<file path="config.mk">
export PLATFORM = sky130hd
export DESIGN_NAME = instr_trace_monitor_flat
export DESIGN_NICKNAME = d
export VERILOG_FILES = /design/src/rtl/instr_trace_monitor_if.sv /design/src/rtl/instr_trace_monitor.sv /design/src/flat_wrapper.sv
export SDC_FILE = /design/constraint.sdc
export NUM_CORES = 2
export LEC_CHECK = 0
export ABC_AREA = 1
export CORE_UTILIZATION = 41
export CTS_BUF_LIST = sky130_fd_sc_hd__clkbuf_4 sky130_fd_sc_hd__clkbuf_8
export DETAILED_ROUTE_END_ITERATION = 6
export SYNTH_ARGS = -nofsm -noshare
export SYNTH_HDL_FRONTEND = slang
export SYNTH_SLANG_ARGS = --single-unit
</file>
<file path="constraint.sdc">
create_clock -name clk -period 5.5 [get_ports clk]
set_input_delay 1.1 -clock clk [delete_from_list [all_inputs] [get_ports clk]]
set_output_delay 1.1 -clock clk [all_outputs]
set_load 0.01 [all_outputs]
</file>
<file path="src/rtl/instr_trace_monitor_if.sv">
// Trace input and debug read-back bundle for instr_trace_monitor.
// master: retire source / debug reader; slave: the monitor.
interface instr_trace_monitor_if #(
  parameter int AW = 4
);
  logic          in_valid;
  logic [31:0]   in_instr;
  logic [31:0]   in_pc;
  logic          rd_req;
  logic [AW-1:0] rd_idx;
  logic          rd_valid;
  logic          rd_err;
  logic [31:0]   rd_instr;
  logic [31:0]   rd_pc;
  logic [4:0]    rd_class;

  modport master (
    output in_valid, in_instr, in_pc,
    output rd_req, rd_idx,
    input  rd_valid, rd_err,
    input  rd_instr, rd_pc, rd_class
  );

  modport slave (
    input  in_valid, in_instr, in_pc,
    input  rd_req, rd_idx,
    output rd_valid, rd_err,
    output rd_instr, rd_pc, rd_class
  );
endinterface

</file>
<file path="src/rtl/instr_trace_monitor.sv">
// Retired MIPS instruction classifier: saturating per-class and total
// counters plus a circular trace buffer with a 1-cycle read port.
// Ports: clk, rst_n (async low); bus (trace in + read port, slave);
// clr (sync clear); cls_sel/cls_count; total_count; unknown_count;
// fill (valid entries); halted (capture stopped after SYSCALL).
module instr_trace_monitor #(
  parameter int DEPTH           = 16,
  parameter int CNT_W           = 16,
  parameter bit STOP_ON_SYSCALL = 1'b1,
  localparam int AW             = $clog2(DEPTH)
) (
  input  logic                 clk,
  input  logic                 rst_n,
  instr_trace_monitor_if.slave bus,
  input  logic                 clr,
  input  logic [4:0]           cls_sel,
  output logic [CNT_W-1:0]     cls_count,
  output logic [CNT_W-1:0]     total_count,
  output logic [CNT_W-1:0]     unknown_count,
  output logic [AW:0]          fill,
  output logic                 halted
);
  localparam int          NCLS  = 25;
  localparam logic [AW:0] FULL  = (AW+1)'(DEPTH);
  localparam logic [4:0]  C_SYS = 5'd13;

  typedef enum logic {RUN, HALT} state_t;

  typedef struct packed {
    logic [31:0] instr;
    logic [31:0] pc;
    logic [4:0]  cls;
  } ent_t;

  state_t          state_q;
  logic            halted_q;
  ent_t            mem_q [DEPTH];
  logic [AW-1:0]   wptr_q;
  logic [AW:0]     fill_q;
  logic [CNT_W-1:0] cnt_q [NCLS];
  logic [CNT_W-1:0] tot_q;
  logic            rd_valid_q;
  logic            rd_err_q;
  ent_t            rd_q;

  logic [5:0]      op;
  logic [5:0]      fn;
  logic [4:0]      cls_d;
  logic            acc;
  logic [AW-1:0]   slot;
  logic            rd_oob;
  ent_t            wr_ent;

  assign op = bus.in_instr[31:26];
  assign fn = bus.in_instr[5:0];

  always_comb begin
    cls_d = 5'd0;
    if (op == 6'd0) begin
      case (fn)
        6'd0:    cls_d = 5'd1;
        6'd3:    cls_d = 5'd2;
        6'd2:    cls_d = 5'd3;
        6'd32:   cls_d = 5'd4;
        6'd33:   cls_d = 5'd5;
        6'd34:   cls_d = 5'd6;
        6'd36:   cls_d = 5'd7;
        6'd37:   cls_d = 5'd8;
        6'd39:   cls_d = 5'd9;
        6'd42:   cls_d = 5'd10;
        6'd43:   cls_d = 5'd11;
        6'd8:    cls_d = 5'd12;
        6'd12:   cls_d = 5'd13;
        default: cls_d = 5'd0;
      endcase
    end else begin
      case (op)
        6'd2:    cls_d = 5'd14;
        6'd3:    cls_d = 5'd15;
        6'd4:    cls_d = 5'd16;
        6'd5:    cls_d = 5'd17;
        6'd8:    cls_d = 5'd18;
        6'd9:    cls_d = 5'd19;
        6'd12:   cls_d = 5'd20;
        6'd10:   cls_d = 5'd21;
        6'd13:   cls_d = 5'd22;
        6'd35:   cls_d = 5'd23;
        6'd43:   cls_d = 5'd24;
        default: cls_d = 5'd0;
      endcase
    end
  end

  // clr wins over a same-cycle accept
  assign acc    = bus.in_valid && (state_q == RUN) && !clr;
  assign wr_ent = {bus.in_instr, bus.in_pc, cls_d};

  // Oldest entry sits fill slots behind wptr; when full the
  // low AW bits of fill are zero so the oldest is wptr itself.
  assign slot   = wptr_q - fill_q[AW-1:0] + bus.rd_idx;
  assign rd_oob = {1'b0, bus.rd_idx} >= fill_q;

  // Trace RAM carries no reset; unused slots are never read.
  always_ff @(posedge clk) begin
    if (acc) mem_q[wptr_q] <= wr_ent;
  end

  always_ff @(posedge clk or negedge rst_n) begin
    if (!rst_n) begin
      state_q  <= RUN;
      halted_q <= 1'b0;
      wptr_q   <= '0;
      fill_q   <= '0;
      tot_q    <= '0;
      for (int i = 0; i < NCLS; i++) cnt_q[i] <= '0;
    end else if (clr) begin
      state_q  <= RUN;
      halted_q <= 1'b0;
      wptr_q   <= '0;
      fill_q   <= '0;
      tot_q    <= '0;
      for (int i = 0; i < NCLS; i++) cnt_q[i] <= '0;
    end else if (acc) begin
      wptr_q <= wptr_q + AW'(1);
      if (fill_q != FULL)
        fill_q <= fill_q + (AW+1)'(1);
      if (tot_q != '1)
        tot_q <= tot_q + CNT_W'(1);
      if (cnt_q[cls_d] != '1)
        cnt_q[cls_d] <= cnt_q[cls_d] + CNT_W'(1);
      if (STOP_ON_SYSCALL && cls_d == C_SYS) begin
        state_q  <= HALT;
        halted_q <= 1'b1;
      end
    end
  end

  // Reads see pre-edge RAM, so a same-cycle write stays invisible.
  always_ff @(posedge clk or negedge rst_n) begin
    if (!rst_n) begin
      rd_valid_q <= 1'b0;
      rd_err_q   <= 1'b0;
      rd_q       <= '0;
    end else if (bus.rd_req) begin
      rd_valid_q <= 1'b1;
      rd_err_q   <= rd_oob;
      rd_q       <= rd_oob ? '0 : mem_q[slot];
    end else begin
      rd_valid_q <= 1'b0;
      rd_err_q   <= 1'b0;
    end
  end

  assign bus.rd_valid = rd_valid_q;
  assign bus.rd_err   = rd_err_q;
  assign bus.rd_instr = rd_q.instr;
  assign bus.rd_pc    = rd_q.pc;
  assign bus.rd_class = rd_q.cls;

  assign cls_count     = (cls_sel < 5'(NCLS)) ? cnt_q[cls_sel] : '0;
  assign total_count   = tot_q;
  assign unknown_count = cnt_q[0];
  assign fill          = fill_q;
  assign halted        = halted_q;
endmodule

</file>
<file path="src/flat_wrapper.sv">
// flat-port wrapper written by rule: the top's interface ports become plain ports
module instr_trace_monitor_flat 
#(
  parameter int DEPTH           = 16,
  parameter int CNT_W           = 16,
  parameter bit STOP_ON_SYSCALL = 1'b1,
  localparam int AW             = $clog2(DEPTH)
)
  (clk, rst_n, clr, cls_sel, cls_count, total_count, unknown_count, fill, halted, bus_in_valid, bus_in_instr, bus_in_pc, bus_rd_req, bus_rd_idx, bus_rd_valid, bus_rd_err, bus_rd_instr, bus_rd_pc, bus_rd_class);
  instr_trace_monitor_if bus_i ();
  input  logic clk;
  input  logic rst_n;
  input  logic clr;
  input  logic [4:0] cls_sel;
  output logic [CNT_W-1:0] cls_count;
  output logic [CNT_W-1:0] total_count;
  output logic [CNT_W-1:0] unknown_count;
  output logic [AW:0] fill;
  output logic halted;
  input wire logic [$bits(bus_i.in_valid)-1:0] bus_in_valid;
  input wire logic [$bits(bus_i.in_instr)-1:0] bus_in_instr;
  input wire logic [$bits(bus_i.in_pc)-1:0] bus_in_pc;
  input wire logic [$bits(bus_i.rd_req)-1:0] bus_rd_req;
  input wire logic [$bits(bus_i.rd_idx)-1:0] bus_rd_idx;
  output wire logic [$bits(bus_i.rd_valid)-1:0] bus_rd_valid;
  output wire logic [$bits(bus_i.rd_err)-1:0] bus_rd_err;
  output wire logic [$bits(bus_i.rd_instr)-1:0] bus_rd_instr;
  output wire logic [$bits(bus_i.rd_pc)-1:0] bus_rd_pc;
  output wire logic [$bits(bus_i.rd_class)-1:0] bus_rd_class;
  assign bus_i.in_valid = bus_in_valid;
  assign bus_i.in_instr = bus_in_instr;
  assign bus_i.in_pc = bus_in_pc;
  assign bus_i.rd_req = bus_rd_req;
  assign bus_i.rd_idx = bus_rd_idx;
  assign bus_rd_valid = bus_i.rd_valid;
  assign bus_rd_err = bus_i.rd_err;
  assign bus_rd_instr = bus_i.rd_instr;
  assign bus_rd_pc = bus_i.rd_pc;
  assign bus_rd_class = bus_i.rd_class;
  instr_trace_monitor #(.DEPTH(DEPTH), .CNT_W(CNT_W), .STOP_ON_SYSCALL(STOP_ON_SYSCALL)) u_core (.clk(clk), .rst_n(rst_n), .bus(bus_i), .clr(clr), .cls_sel(cls_sel), .cls_count(cls_count), .total_count(total_count), .unknown_count(unknown_count), .fill(fill), .halted(halted));
endmodule
</file>
==> summary.md <==
| Metric | Value |
|---|---|
| Area Growth Syn to Fin | 18.1% |
| Fin cells | 10200 |
| CP dominant cell by count | clkdlybuf4s50_1 |
| Synth Area in Compound Gates | 0.113 |
| Failing checks | design-rule violations |
| Vias in the first global route | approximately 54000 |
| Total core area | 175000 um2 |
| # DRC | 2 |
| Crit-path max FO | 18 |
| Register bit total from synthesis | 1601 |
| RSZ-0062 raised after global routing | no |
| Setup CP Type | input port to primary output |
| Leakage power | 33.1 nW |
| Initial core utilization | 0.415 |
| Int Power | 0.0248 W |
| Cell at the slowest stage of the critical path | clkdlybuf4s50_1 |
| Site Rows | 153 |
| Clock Skew | around 0.11 ns |
| Placed cells | 9748 |
| Setup ws final | 0.586 ns |
| Final #Nets | 7817 |
| Distinct cell type count after synthesis | 48 |
| Initial antenna violation count | 7 |
| MaxCap Viol Count | 0 |
| CTS Sinks | 1601 |
| Largest family of logic cells by synthesized area | simple AND/OR/NAND/NOR gates |
| Switch share | 0.366 |
| Post-Synth Adder-Cell Area | 0.00446 |
| FILL cells | roughly 16000 |
| Setup crit end kind | primary output |
| Top cells by area, synth | edfxtp_1, dfrtp_1, nand2_1, o21ai_0, nand3_1 |
| CTS Buffer Depth | 4 |
| XOR/XNOR Fraction of Synth Area | 0.00121 |
| Final Critical Period | 4.91 ns |
| CTS tree | built |
| Comb power frac | 0.362 |
| Die boundary width | 422 um |
| P_sw | roughly 0.014 W |
| Register area share after synthesis | 0.629 |
| Vias | 56700 |
| Max incr delay on CP | 0.66 ns |
| Simple-Gate Fraction of Synth Area | 0.200 |
| Syn_nets | 7500 |
| Max Fclk | approximately 200 MHz |
| Drt wl/cell | 22.5 um |
| Top cell type's share of synthesized area | 0.458 |
| Overall routing resource usage | 0.254 |
| I/O pins | 203 |
| Hold_buf cts | 0 |
| Total CTS buffers | 290 |
| Share of cells above drive strength 1 | 0.119 |
| Post-CTS sizing | 0 |
| CTS H-tree depth | 5 |
| Routed Antenna Nets | 0 |
| Final hold violations | 0 |
| TritonRoute pass-1 iters | 7 |
| Sequential power share | 0.348 |
| Post-CTS Setup Bufs | 0 |
| Total power divided by cell area | between 400 and 500 nW/um2 |
| Multiplexer share of the synthesized area | 0 |
| Routability Congestion | 0.916 |
| Max-Slew Margin vs Limit | 0.181 |
| First-pass GRT wire length | 346 mm |
| Avg Cell Area, Syn | approximately 10 um2 |
| Largest net degree at the start of global routing | 189 |
| Crit-path cells | clkdlybuf4s50_1 -> inv_1 -> buf_4 -> o211ai_1 -> o21ai_0 -> nor2_1 -> a31oi_1 -> clkdlybuf4s50_1 |
| Startpoint Class | input port |
| Final WL | 230 mm |
| Worst hold path type | input port to asynchronous set/reset pin |
| Fin crit share | 0.893 |
| Clock share of power | 0.290 |
| # setup viols final | 0 |
| DRT iter0 DRCs | approximately 5900 |
| Via/cell ratio | between 5 and 6 |
| Worst vdd ir | ~0.00071 V |
| Area of the mapped netlist | 72400 um2 |
| End-of-flow core utilization | 0.490 |
| Slew Viols, Final | 0 |
| Required @ worst endpoint | 4.40 ns |
| Post-synth top area cell | edfxtp_1 |
| CP arrival | 3.81 ns |
| Cells after Synth | approximately 7400 |
| Yosys warns | 0 |
| Worst-skew pair later-pin latency | 1.01 ns |
| DP HPWL | approximately 130 mm |
| Chip height | 422 um |
| Slew @ Worst Pin | 1.22 ns |
| GR Overflow Total | 0 |
| Place WS | between 0.06 and 0.07 ns |
| Status | finished, violations left |
| Die ar. | roughly 180000 um2 |
| CTS clock-pin slew for the worst setup and hold paths | 0.06 ns |
| IO Port Bufs | 202 |
| Root Driver | clkbuf_8 |
[layer usage]
metal  wire, um  up-vias  global-route usage
met5         37        -                   0
met4       9370        6               0.109
met3      18700      530              0.0436
met2     106000     2667               0.398
met1      96000    27500               0.348
li1           -    26100                   -
[kinds of logic after synthesis]
group,count (synthesis)
adders and majority gates,24
AOI/OAI and AO/OA,1492
buffers and inverters,880
xor gates and xnor gates,10
and+or+nand+nor,3391
DFF,1601
[cell usage in the layout (no fill, tap or decap), drive strengths merged, types with 7 or more instances in the layout]
master / count
a21o: 11
a21oi: 483
a32o: 68
a32oi: 68
buf: 360
bufinv: 7
clkbuf: 435
clkdlybuf4s50: 197
clkinv: 50
dfrtp: 497
edfxtp: 1104
ha: 21
inv: 344
nand2: 2420
nand3: 693
nand3b: 94
nand4: 9
nor2: 157
nor3: 14
o211ai: 21
o21ai: 818
xor2: 9
[cell usage after synthesis, drive strengths merged]
cell    number
nand2     2420
xnor2        1
dfrtp      497
o221ai       4
buf        181
edfxtp    1104
a21oi      483
clkinv       5
a211oi       4
nor2       157
o221a        1
a221oi       3
xor2         9
a31oi        4
o22ai        2
ha          21
o211ai      21
o21ai      818
a21o        11
inv        343
nor4         2
or2          1
nand4        9
a21boi       2
nand3b      94
a32oi       68
nand3      693
a311oi       1
clkbuf     351
fa           3
o21a         2
nor3        14
a32o        68
nor3b        1
[state kept, by name, indices dropped and copies added, names as in the netlist]
| name | flops |
|---|---|
| u_core.bus.rd_instr | 32 |
| u_core.total_count | 16 |
| u_core.bus.rd_pc | 32 |
| u_core.state_q | 1 |
| u_core.fill | 5 |
| u_core.bus.rd_class | 5 |
| u_core.unknown_count | 16 |
| u_core.mem_q | 1104 |
| u_core.bus.rd_err | 1 |
| u_core.bus.rd_valid | 1 |
| u_core.cnt_q | 384 |
| u_core.wptr_q | 4 |
[layout make-up]
| cell class | instances | area (um2) | area share |
|---|---|---|---|
| Sequential cell | 1601 | 45600 | 0.533 |
| Multi-Input combinational cell | 4917 | 23400 | 0.273 |
| Timing Repair Buffer | 557 | 6560 | 0.0767 |
| Clock buffer | 435 | 5320 | 0.0622 |
| Tap cell | 2325 | 2910 | 0.0340 |
| Inverter | 348 | 1340 | 0.0156 |
| Clock inverter | 56 | 438 | 0.00512 |
| Antenna cell | 4 | 10.0 | 0.000117 |
[worst max-delay path, delay by kind of cell]
family                 cells  cell delay (ns)
and+or+nand+nor            1             0.13
buffers and inverters      4             1.80
AOI/OAI and AO/OA          3             0.76
[final timing paths]
check                                     from                     end  slack, ns  cells after the start
min                                      rst_n       u_core.cnt_q[287]       0.10                      1
max                                 cls_sel[3]            cls_count[8]       0.59                      8
min in group clk           u_core.bus.rd_pc[3]     u_core.bus.rd_pc[3]       0.48                      2
max in group asynchronous                rst_n   u_core.total_count[9]       4.25                      2
max reg2reg                   u_core.wptr_q[0]  u_core.bus.rd_class[1]       1.79                     15
min reg2reg                u_core.bus.rd_pc[3]     u_core.bus.rd_pc[3]       0.48                      2
[power by group through the flow]
stage	registers [W]	logic, W	clock network (W)
finish	0.0136	0.0142	0.0114
global route	0.0137	0.0156	0.0121
CTS	0.0136	0.0142	0.0116
detailed placement	0.0139	0.0142	0
global placement	0.0139	0.0140	0
floorplan	0.0139	0.00849	0
[metrics by stage]
step | setup TNS (ns) | hold slack [ns] | power, W | instance area [um2]
after floorplan | -365.15 | 0.453 | 0.0224 | 72400
after global placement | 0 | 0.466 | 0.0279 | 79800
after detailed placement | 0 | 0.473 | 0.0281 | 79800
after CTS | 0 | 0.0211 | 0.0394 | 85500
after global routing | 0 | 0.0767 | 0.0413 | 85500
final | 0 | 0.101 | 0.0392 | 85500
Power figures use the tool's default switching activity.
